## src/rtl/biriscv_fetch_queue.sv

```systemverilog
// Fetch packet queue between the 64-bit fetch unit and the dual-issue decoders.
// Optional same-cycle bypass of an empty queue: define FETCH_QUEUE_BYPASS_EN.
module biriscv_fetch_queue #(
    parameter int DEPTH = 2,
    parameter int PTR_W = 1
) (
    input  logic        clk_i,
    input  logic        rst_ni,
    input  logic        flush_i,
    input  logic        fetch_valid_i,
    input  logic [31:0] fetch_pc_i,
    input  logic [63:0] fetch_instr_i,
    input  logic        fetch_fault_i,
    output logic        fetch_accept_o,
    output logic        dec0_valid_o,
    output logic [31:0] dec0_opcode_o,
    output logic [31:0] dec0_pc_o,
    output logic        dec0_fault_o,
    input  logic        dec0_accept_i,
    output logic        dec1_valid_o,
    output logic [31:0] dec1_opcode_o,
    output logic [31:0] dec1_pc_o,
    output logic        dec1_fault_o,
    input  logic        dec1_accept_i
);

    localparam logic [PTR_W:0] FULL_CNT = (PTR_W+1)'(DEPTH);

    logic [31:3]      pc_q    [DEPTH];
    logic [63:0]      instr_q [DEPTH];
    logic             fault_q [DEPTH];
    logic [1:0]       vld_q   [DEPTH];
    logic [PTR_W-1:0] rd_ptr_q;
    logic [PTR_W-1:0] wr_ptr_q;
    logic [PTR_W:0]   count_q;

    logic        push;
    logic        bypass;
    logic [1:0]  in_vld;
    logic        head_valid;
    logic [1:0]  head_vld;
    logic [31:3] head_pc;
    logic [63:0] head_instr;
    logic        head_fault;
    logic        head_both;
    logic        take0;
    logic        take1;
    logic        pop;
    logic        partial;
    logic        mem_pop;
    logic        mem_partial;
    logic        do_write;
    logic [1:0]  wr_vld;
    logic        unused_pc_lsb;

    assign unused_pc_lsb  = ^fetch_pc_i[1:0];

    assign fetch_accept_o = (count_q != FULL_CNT);
    assign push           = fetch_valid_i && fetch_accept_o && !flush_i;
    // vld[1] = upper word present, vld[0] = lower word present; faults carry only slot 0
    assign in_vld         = fetch_fault_i ? 2'b01 : {1'b1, ~fetch_pc_i[2]};

`ifdef FETCH_QUEUE_BYPASS_EN
    assign bypass = push && (count_q == '0);
`else
    assign bypass = 1'b0;
`endif

    always_comb begin
        head_valid = (count_q != '0);
        head_vld   = vld_q[rd_ptr_q];
        head_pc    = pc_q[rd_ptr_q];
        head_instr = instr_q[rd_ptr_q];
        head_fault = fault_q[rd_ptr_q];
        if (bypass) begin
            head_valid = 1'b1;
            head_vld   = in_vld;
            head_pc    = fetch_pc_i[31:3];
            head_instr = fetch_instr_i;
            head_fault = fetch_fault_i;
        end
    end

    assign head_both     = (head_vld == 2'b11);

    assign dec0_valid_o  = head_valid;
    assign dec0_opcode_o = !head_valid ? 32'd0 :
                           (head_vld == 2'b10) ? head_instr[63:32] : head_instr[31:0];
    assign dec0_pc_o     = !head_valid ? 32'd0 :
                           {head_pc, (head_vld == 2'b10) ? 3'b100 : 3'b000};
    assign dec0_fault_o  = head_valid && head_fault;

    assign dec1_valid_o  = head_valid && head_both;
    assign dec1_opcode_o = dec1_valid_o ? head_instr[63:32] : 32'd0;
    assign dec1_pc_o     = dec1_valid_o ? {head_pc, 3'b100} : 32'd0;
    assign dec1_fault_o  = 1'b0;

    // Slot 1 only counts when slot 0 goes in the same cycle, keeping issue in order
    assign take0   = dec0_valid_o && dec0_accept_i && !flush_i;
    assign take1   = take0 && dec1_valid_o && dec1_accept_i;
    assign pop     = take0 && (!head_both || take1);
    assign partial = take0 && head_both && !take1;

    // A bypassed packet never occupies storage unless something is left over
    assign mem_pop     = pop && !bypass;
    assign mem_partial = partial && !bypass;
    assign do_write    = push && !(bypass && pop);
    assign wr_vld      = (bypass && partial) ? 2'b10 : in_vld;

    always_ff @(posedge clk_i or negedge rst_ni) begin
        if (!rst_ni) begin
            rd_ptr_q <= '0;
            wr_ptr_q <= '0;
            count_q  <= '0;
            vld_q    <= '{default: 2'b00};
        end else if (flush_i) begin
            rd_ptr_q <= '0;
            wr_ptr_q <= '0;
            count_q  <= '0;
            vld_q    <= '{default: 2'b00};
        end else begin
            if (mem_pop) begin
                vld_q[rd_ptr_q] <= 2'b00;
                rd_ptr_q        <= rd_ptr_q + 1'b1;
            end else if (mem_partial) begin
                vld_q[rd_ptr_q] <= 2'b10;
            end
            if (do_write) begin
                vld_q[wr_ptr_q] <= wr_vld;
                wr_ptr_q        <= wr_ptr_q + 1'b1;
            end
            case ({do_write, mem_pop})
                2'b10:   count_q <= count_q + 1'b1;
                2'b01:   count_q <= count_q - 1'b1;
                default: count_q <= count_q;
            endcase
        end
    end

    // Payload storage is qualified by vld_q, so it needs no reset
    always_ff @(posedge clk_i) begin
        if (do_write) begin
            pc_q[wr_ptr_q]    <= fetch_pc_i[31:3];
            instr_q[wr_ptr_q] <= fetch_instr_i;
            fault_q[wr_ptr_q] <= fetch_fault_i;
        end
    end

endmodule
```

## config.mk

```make
export PLATFORM = sky130hd
export DESIGN_NAME = biriscv_fetch_queue
export DESIGN_NICKNAME = d
export VERILOG_FILES = /design/src/rtl/biriscv_fetch_queue.sv
export SDC_FILE = /design/constraint.sdc
export NUM_CORES = 1
export LEC_CHECK = 0
export ABC_AREA = 1
export CAP_MARGIN = 10
export CORE_MARGIN = 5
export CORE_UTILIZATION = 40
export CTS_BUF_LIST = sky130_fd_sc_hd__clkbuf_2
export DETAILED_ROUTE_END_ITERATION = 8
export PLACE_DENSITY_LB_ADDON = 0.1
export SLEW_MARGIN = 25
export SYNTH_ARGS = -nofsm -noshare
export SYNTH_HDL_FRONTEND = slang
export SYNTH_SLANG_ARGS = --single-unit
```

## constraint.sdc

```tcl
create_clock -name clk_i -period 6.1 [get_ports clk_i]
set_input_delay 0.61 -clock clk_i [delete_from_list [all_inputs] [get_ports clk_i]]
set_output_delay 0.61 -clock clk_i [all_outputs]
set_load 0.05 [all_outputs]
```

# [Word level (Yosys, flattened, before mapping)]
# Memories as Yosys holds them, arrays and structs flattened.
# Index checks and enable logic that the tools add are counted.
[totals] mem_count=3 ramBits=188 latch_bits=0 regBits=8 wordCells=78 rom_bits=0
[op_classes] bitwise_logic=8 n_shift=0 n_mul=0 div=0 order_cmp=4 n_reduce_logical=21 mux=28 eq_ne=5 addsub=4
[memory_table] name="instr_q" words=2 word_bits=64 rd=1 rd_clocked_by_memory_dff=0 wr=1 line="30" source="logic [63:0] instr_q [DEPTH];"
[memory_table] name="pc_q" words=2 word_bits=29 rd=1 rd_clocked_by_memory_dff=0 wr=1 line="29" source="logic [31:3] pc_q [DEPTH];"
[memory_table] name="fault_q" words=2 word_bits=1 rd=1 rd_clocked_by_memory_dff=0 wr=1 line="31" source="logic fault_q [DEPTH];"
[op_table] operator="$mux W32" n=5
[op_table] operator="$mux W4" n=5
[op_table] operator="$mux W2" n=7
[op_table] operator="$logic_and A1 B1 Y1" n=13
[op_table] operator="$eq A2 B2 Y1 const B" n=3
[op_table] operator="$mux W1" n=6
[op_table] operator="$reduce_bool A2 Y1" n=3
[op_table] operator="$and A4 B4 Y4" n=1
[op_table] operator="$bwmux W4" n=1
[op_table] operator="$demux W2 S1" n=2
[op_table] operator="$ge A2 B2 Y1 const B" n=2
[op_table] operator="$lt A2 B1 Y1 const B" n=2
[op_table] operator="$not A1 Y2" n=2
[op_table] operator="$not A4 Y4" n=1
[op_table] operator="$pmux W2 S2" n=1
[op_table] operator="$logic_not A1 Y1" n=3
[op_table] operator="$mux W3" n=1
[op_table] operator="$reduce_bool A3 Y1" n=1
[op_table] operator="$add A1 B1 Y1 const B" n=2
[op_table] operator="$add A2 B1 Y2 const B" n=1
[op_table] operator="$and A2 B2 Y2" n=1
[op_table] operator="$eq A2 B1 Y1 const B" n=1
[op_table] operator="$ne A2 B2 Y1 const B" n=1
[op_table] operator="$not A2 Y2" n=1
[op_table] operator="4 further kinds" n=4

# [Longest topological paths before layout]
# Gate-level depths: netlist (run 1).
[logic_depth] depth_word=16 mapped_depth=10 mapped_depth_nobuf=10

# [Least setup slack after synthesis (run 1)]
# Ideal clock, no wire load.
[synth_path] path_kind="reg2reg" start="reg count_q[0]" end="reg vld_q[3] (netlist name)" n_path_buf=0 path_slack_ps=414 required_ps=6000 stages_incl_launch_ff=9 synth_period_minus_slack_ps=5686 t_arrival_ps=5587 cell_sequence="dfrtp_1 > inv_1 > nand2_1 > nand2_1 > inv_1 > nand2_1 > nor2_1 > inv_1 > o21ai_0"
[synth_rtl] element="start, declared" line="35" source="logic [PTR_W:0] count_q;"
[synth_rtl] element="start signal, assigned" line="133" source="2'b10: count_q <= count_q + 1'b1;"
[synth_rtl] element="start signal, assigned" line="134" source="2'b01: count_q <= count_q - 1'b1;"
[synth_rtl] element="start signal, assigned" line="135" source="default: count_q <= count_q;"
[synth_rtl] element="$ne A2 B2 Y1" line="58" source="assign fetch_accept_o = (count_q != FULL_CNT);"
[synth_rtl] element="net fetch_accept_o" line="14" source="output logic fetch_accept_o,"
[synth_rtl] element="$logic_and A1 B1 Y1 (2 in a row)" line="59" source="assign push = fetch_valid_i && fetch_accept_o && !flush_i;"
[synth_rtl] element="$mux W4" line="128" source="if (do_write) begin"
[synth_rtl] element="$mux W4" line="116" source="end else if (flush_i) begin"
[synth_rtl] element="end signal, assigned by index" line="129" source="vld_q[wr_ptr_q] <= wr_vld;"
[synth_rtl] element="end, declared" line="32" source="logic [1:0] vld_q [DEPTH];"
# The timed path passes the listed nets, and every way through them passes these cells. The select of a mux whose other input is x is not followed.
# A chain may end at the register's enable or synchronous reset.

# [Worst setup path in the final report (run 1)]
[layout_path] start="reg rd_ptr_q" end="out dec0_opcode_o[31]"
[layout_between] elab_chain_len=7
[layout_lines] element="start, declared" line="33" source="logic [PTR_W-1:0] rd_ptr_q;"
[layout_lines] element="start signal, assigned" line="124" source="rd_ptr_q <= rd_ptr_q + 1'b1;"
[layout_lines] element="$not A1 Y2 (not written as such)" line="71" source="head_vld = vld_q[rd_ptr_q];"
[layout_lines] element="$mux W2 (not written as such) (3 in a row)" line="71"
[layout_lines] element="$eq A2 B2 Y1" line="88" source="(head_vld == 2'b10) ? head_instr[63:32] : head_instr[31:0];"
[layout_lines] element="$mux W32 *" line="88"
[layout_lines] element="$mux W32 *" line="87" source="assign dec0_opcode_o = !head_valid ? 32'd0 :"
[layout_lines] element="end, declared" line="16" source="output logic [31:0] dec0_opcode_o,"
# Mark *: on every way between the ends. The rest lies on a longest branch, timed or not. The select of a mux whose other input is x is not followed.

==> reports/results.ini, run 1 <==
[status]
status = complete, no violations

[global_routing]
overflow = 0
antenna_found_initial = 2
grt_pass1_wl_um = 31000
gr-usage-met1 = 0.195
grt_use_met2 = 0.279
use_met3 = 0.0573
grt_pass1_vias = 5917
track_usage = 0.164
grt_max_degree = 80
top_usage_layer = met2

[final_layout]
drive_gt1_frac = 0.0818
final_cells = 1194
syn_to_final_growth_pct = 32.6
final_cell_mix = clkdlybuf4s50_1, edfxtp_1, nand2_1
fillers = 1840
seq_area_um2 = 5850
nets = 1007
final_common_cell = clkdlybuf4s50_1
multiInputGateArea_um2 = 2040
postLayoutCoreUtil = 0.536

[place]
pre_cts_slack_ps = 1550
dp_hpwl_um = 13000
finalWeightedCongestion = 0.780
port_buffers = 228
post-place-cells = 1160

[detailed_routing]
drt_iter0_drc = 238
drc = 0
num_vias = 5627
post_drt_wl_per_cell_um = 16.8
wirelength_um = 20100
ant_nets = 0
detail_route.vias_per_cell = 4.71
dr.pass1.iters = 4

[yosys]
ys_seq_elements = 196
netlist-cell-type-count = 30
yosys-top-cells-area = edfxtp_1, nand2_1, nor2_1
yosysWarnings = 0
syn_area_um2 = 8450
synthCells = 690
ys_seq_area_frac = 0.692
synth_top_cell_by_area = edfxtp_1
synth_top_area_frac = 0.668
synth.avg_cell_area_um2 = 12.2

[sta]
slew_violations = 0
max_clock_freq_ghz = 0.189
rsz0062_at_grt = false
worst_slew_pin_slew_ps = 951
tns_ps = 0
period_share = 0.866
hold_slack_ps = 120
final_hold_viol_count = 0
slew_headroom = 0.366
skew_ps = 35.4
fin_crit_ps = 5280
setup_viol = 0
fin_ws_ps = 820

[worst_setup_path]
crit_path_cell_trace = inv_1, nand2_2, nand3_4, a311oi_1, clkdlybuf4s50_1
crit_fanout = 79
crit_required_ps = 5490
path_delay_family = buffers and inverters
cp_num_buf_inv = 2
cp_slowest_cell = dfrtp_4
critPathMaxStageDelay_ps = 1010
startpoint = rd_ptr_q$_DFFE_PN0P_
worst_ep_arrival_time_ps = 4670
timing.rr.start = count_q[0]$_DFFE_PN0P_
endpoint_kind = primary output
crit_type = register to primary output
cp-start-kind = register

[clock_network]
cts_hold_buf = 0
cts_tree = built
cts_made_buffers = 17
cts_resized = 0
ctsHtreeMaxLevel = 4
cts-root-buf = clkbuf_2
clock-sinks = 196
clk_latency_ps = 710
cts_setup_buffers = 0
clkTransAtPathRegs_ps = 290
clk_path_buf_depth = 2

[power_and_ir_drop]
power_leakage_nw = 4.01
power_density_nw_per_um2 = 327
peakVddDrop_uv = 185

[floorplan]
dieArea_um2 = 24100
coreArea_um2 = 20900
die_w_um = 155
ios = 236
initial_utilization = 0.404
rows = 53
die_h_um = 155

[run]
timing.max_cap.violations = 0

[worst_hold_path]
holdCritPathClass = input port to asynchronous set/reset pin

[through the flow]
stage                     total power, mW  area (um^2)
after floorplan                      2.53         8460
after global placement               2.95        10900
after detailed placement             2.96        10900
after CTS                            3.71        11200
after global routing                 3.84        11200
final                                3.66        11200
[Yosys cell counts, drive strengths merged]
cell type and n:
nand3b 1, clkinv 1, mux2i 29, nand4 3
o21ai 36, clkbuf 8, buf 36, a31oi 1
nor2 127, or2 1, o211ai 1, nor3 1
and2 1, a311oi 31, dfrtp 8, a21oi 4
nand2 127, edfxtp 188, conb 1, inv 76
nand3 9
[kinds of logic (layout without fill, tap and decap cells)]
group,Yosys count,count (layout),share of synthesized area
simple gates,270,270,0.125
flops,196,196,0.692
buf+inv,121,344,0.0705
compound gates,73,73,0.0782
mux,29,29,0.0344
other cells,1,7,0.000444
[report_power, final]
part	total [mW]	internal, mW	switching, mW
Sequential	1.62	1.57	0.0542
Clock	0.748	0.288	0.460
Combinational	1.29	0.417	0.877
[layout make-up]
| type | count | share of cell area |
|---|---|---|
| diodes | 2 | 0.000447 |
| repair buffers | 235 | 0.210 |
| clock buffers | 18 | 0.00804 |
| flip-flops and latches | 196 | 0.522 |
| well taps | 275 | 0.0307 |
| clock inverters | 14 | 0.0193 |
| inverters | 77 | 0.0263 |
| multi-input cells | 377 | 0.183 |
[path summary, 6_finish.rpt]
| kind | end | slack, ps | depth (start not counted) |
|---|---|---|---|
| hold / removal | wr_ptr_q$_DFFE_PN0P_ | 120 | 1 |
| min in group clk_i | pc_q[0][9]$_DFFE_PP_ | 420 | 1 |
| hold reg to reg | vld_q[2]$_DFF_PN0_ | 580 | 2 |
| max in group asynchronous | count_q[0]$_DFFE_PN0P_ | 5680 | 1 |
| setup / recovery | dec0_opcode_o[31] | 820 | 5 |
| setup reg to reg | instr_q[1][5]$_DFFE_PP_ | 3360 | 7 |
[state kept, by name, indices dropped and copies added, names as in the netlist]
name	count
count_q	2
fault_q	2
instr_q	128
pc_q	58
rd_ptr_q	1
vld_q	4
wr_ptr_q	1
[per-layer routing]
layer,part of all wire,routed length (um)
met5,0,0
met4,0.018,367
met3,0.080,1600
met2,0.49,9830
met1,0.41,8270
[worst reg2reg max path, stage by stage (launching register included)]
cell	delay (ps)
dfrtp_1	470
inv_1	100
nand2_1	140
nand2_1	170
nor2_1	190
nand2_1	160
inv_4	730
buf_4	490
No activity file was read; power rests on OpenSTA's default activity.
==> run 2, diff against run 1 <==
Settings changed: GPL_TIMING_DRIVEN from default to 0.
==> reports/results.ini, run 2 (same netlist as run 1, synthesis figures left out) <==
[status]
status = complete, no violations  ; unchanged

[worst_setup_path]
critPathMaxStageDelay_ps = 890  ; was 1010 ps
crit_required_ps = 5490  ; about the same
path_delay_family = buffers and inverters  ; unchanged
cp_num_buf_inv = 4  ; was 2
crit_path_cell_trace = inv_1, buf_6, clkbuf_1, nand2_1, a311oi_2, clkdlybuf4s50_1  ; was inv_1, nand2_2, nand3_4, a311oi_1, clkdlybuf4s50_1
crit_fanout = 10  ; was 79
endpoint_kind = primary output  ; unchanged
cp_slowest_cell = clkdlybuf4s50_1  ; was dfrtp_4
cp-start-kind = register  ; unchanged
worst_ep_arrival_time_ps = 3200  ; was 4670 ps
startpoint = rd_ptr_q$_DFFE_PN0P_  ; unchanged
crit_type = register to primary output  ; unchanged
timing.rr.start = count_q[0]$_DFFE_PN0P_  ; unchanged

[floorplan]
die_h_um = 155  ; unchanged
dieArea_um2 = 24100  ; unchanged
die_w_um = 155  ; unchanged
ios = 236  ; unchanged
initial_utilization = 0.404  ; unchanged
coreArea_um2 = 20900  ; unchanged
rows = 53  ; unchanged

[final_layout]
fillers = 1870  ; was 1,840
final_common_cell = clkdlybuf4s50_1  ; unchanged
seq_area_um2 = 5850  ; about the same
postLayoutCellArea_um2 = 11400  ; was 11,200 um^2
largest-register = instr_q  ; unchanged
largest_reg_flops = 128  ; unchanged
postLayoutCoreUtil = 0.548  ; was 0.536
drive_gt1_frac = 0.108  ; was 0.0818
reg_top3 = instr_q x128, pc_q x58, vld_q x4  ; unchanged
nets = 1049  ; was 1,007
multiInputGateArea_um2 = 2030  ; was 2040 um^2
syn_to_final_growth_pct = 35.5  ; was 32.6%
final_cell_mix = clkdlybuf4s50_1, edfxtp_1, nand2_1  ; unchanged
final_cells = 1235  ; was 1,194

[power_and_ir_drop]
power_mw = 3.58  ; was 3.66 mW
combPwrFrac = 0.391  ; was 0.353
power_density_nw_per_um2 = 313  ; was 327 nW/um^2
pwr-share-clk = 0.166  ; was 0.204
p_sw_mw = 1.40  ; was 1.39 mW
peakVddDrop_uv = 180  ; was 185 uV
p_int_mw = 2.18  ; was 2.27 mW
power.share.switching = 0.391  ; was 0.380
power_leakage_nw = 4.16  ; was 4.01 nW
sequentialPowerShare = 0.443  ; was 0.442

[global_routing]
overflow = 0  ; unchanged
grt_pass1_vias = 6115  ; was 5,917
antenna_found_initial = 2  ; unchanged
grt_max_degree = 55  ; was 80
grt_pass1_wl_um = 33200  ; was 31,000 um
track_usage = 0.180  ; was 0.164

[sta]
hold_slack_ps = 125  ; was 120 ps
max_clock_freq_ghz = 0.263  ; was 0.189 GHz
slew_headroom = 0.599  ; was 0.366
worst_slew_pin_slew_ps = 602  ; was 951 ps
fin_ws_ps = 2290  ; was 820 ps
final_hold_viol_count = 0  ; unchanged
tns_ps = 0  ; unchanged
setup_viol = 0  ; unchanged
slew_violations = 0  ; unchanged
rsz0062_at_grt = false  ; unchanged
fin_crit_ps = 3810  ; was 5280 ps
skew_ps = 40.7  ; was 35.4 ps
period_share = 0.624  ; was 0.866

[clock_network]
cts_resized = 0  ; unchanged
cts-root-buf = clkbuf_2  ; unchanged
cts_hold_buf = 0  ; unchanged
cts_setup_buffers = 0  ; unchanged
cts_made_buffers = 17  ; unchanged
clk_path_buf_depth = 2  ; unchanged
cts_tree = built  ; unchanged
clock-sinks = 196  ; unchanged
clkTransAtPathRegs_ps = 270  ; was 290 ps
clk_latency_ps = 730  ; was 710 ps
ctsHtreeMaxLevel = 4  ; unchanged

[place]
pre_cts_slack_ps = 3030  ; was 1550 ps
placed_area_um2 = 11200  ; was 10,900 um^2
port_buffers = 228  ; unchanged
post-place-cells = 1202  ; was 1,160
finalWeightedCongestion = 0.850  ; was 0.780
dp_hpwl_um = 15200  ; was 13,000 um

[detailed_routing]
ant_nets = 0  ; unchanged
detail_route.vias_per_cell = 4.71  ; about the same
wirelength_um = 21400  ; was 20,100 um
drc = 0  ; unchanged
post_drt_wl_per_cell_um = 17.4  ; was 16.8 um
drt_iter0_drc = 232  ; was 238
dr.pass1.iters = 5  ; was 4
num_vias = 5813  ; was 5,627

[worst_hold_path]
holdCritPathClass = input port to asynchronous set/reset pin  ; unchanged

[run]
timing.max_cap.violations = 0  ; unchanged

==> run 2: changes by cell type in the layout (fill, tap and decap cells not counted), moves of 2 or more <==
cell / change
buf_2: +11
inv_4: -2
bufinv_16: -3
buf_12: +2
clkinv_4: +2
inv_8: -2
buf_16: +2
buf_6: +11
buf_4: +6
buf_1: +2
clkbuf_1: +8
==> run 2: worst reg2reg max path, cell delays in order (launching register included) <==
cell and delay, ps:
dfrtp_1 450, inv_1 80, nand2_1 120, nand2_1 140
nor2_1 160, nand2_1 170, inv_6 360, buf_16 330
==> run 2: worst paths after layout <==
kind | endpoint | slack [ps] | cells after the start
worst max register to register | instr_q[1][11]$_DFFE_PP_ | 3940 | 7
worst max-delay path | dec0_opcode_o[28] | 2290 | 6
worst min-delay path | count_q[0]$_DFFE_PN0P_ | 120 | 1
worst min register to register | vld_q[0]$_DFF_PN0_ | 570 | 2
min in group clk_i | instr_q[0][39]$_DFFE_PP_ | 420 | 1
max in group asynchronous | wr_ptr_q$_DFFE_PN0P_ | 5660 | 1
==> run 2: layer usage <==
layer	up-vias	track usage	routed length [um]
met3	13	0.0687	1790
met2	188	0.300	10400
li1	2854	-	-
met1	2756	0.223	9040
met5	-	0	11
met4	2	0.0388	163
==> run 2: power groups by stage <==
stage / clock network, mW / registers (mW) / logic (mW)
floorplan: 0 / 1.62 / 0.913
global placement: 0 / 1.63 / 1.40
detailed placement: 0 / 1.62 / 1.42
CTS: 0.620 / 1.59 / 1.42
global route: 0.678 / 1.59 / 1.50
finish: 0.595 / 1.59 / 1.40
==> run 2: area by class of cell <==
type | count | share of cell area
diodes | 1 | 0.000219
plain buffers | 44 | 0.0268
clock buffers | 19 | 0.00831
clock inverters | 13 | 0.0106
inverters | 77 | 0.0257
multi-input cells | 377 | 0.177
flip-flops and latches | 196 | 0.511
well taps | 275 | 0.0301
repair buffers | 233 | 0.210
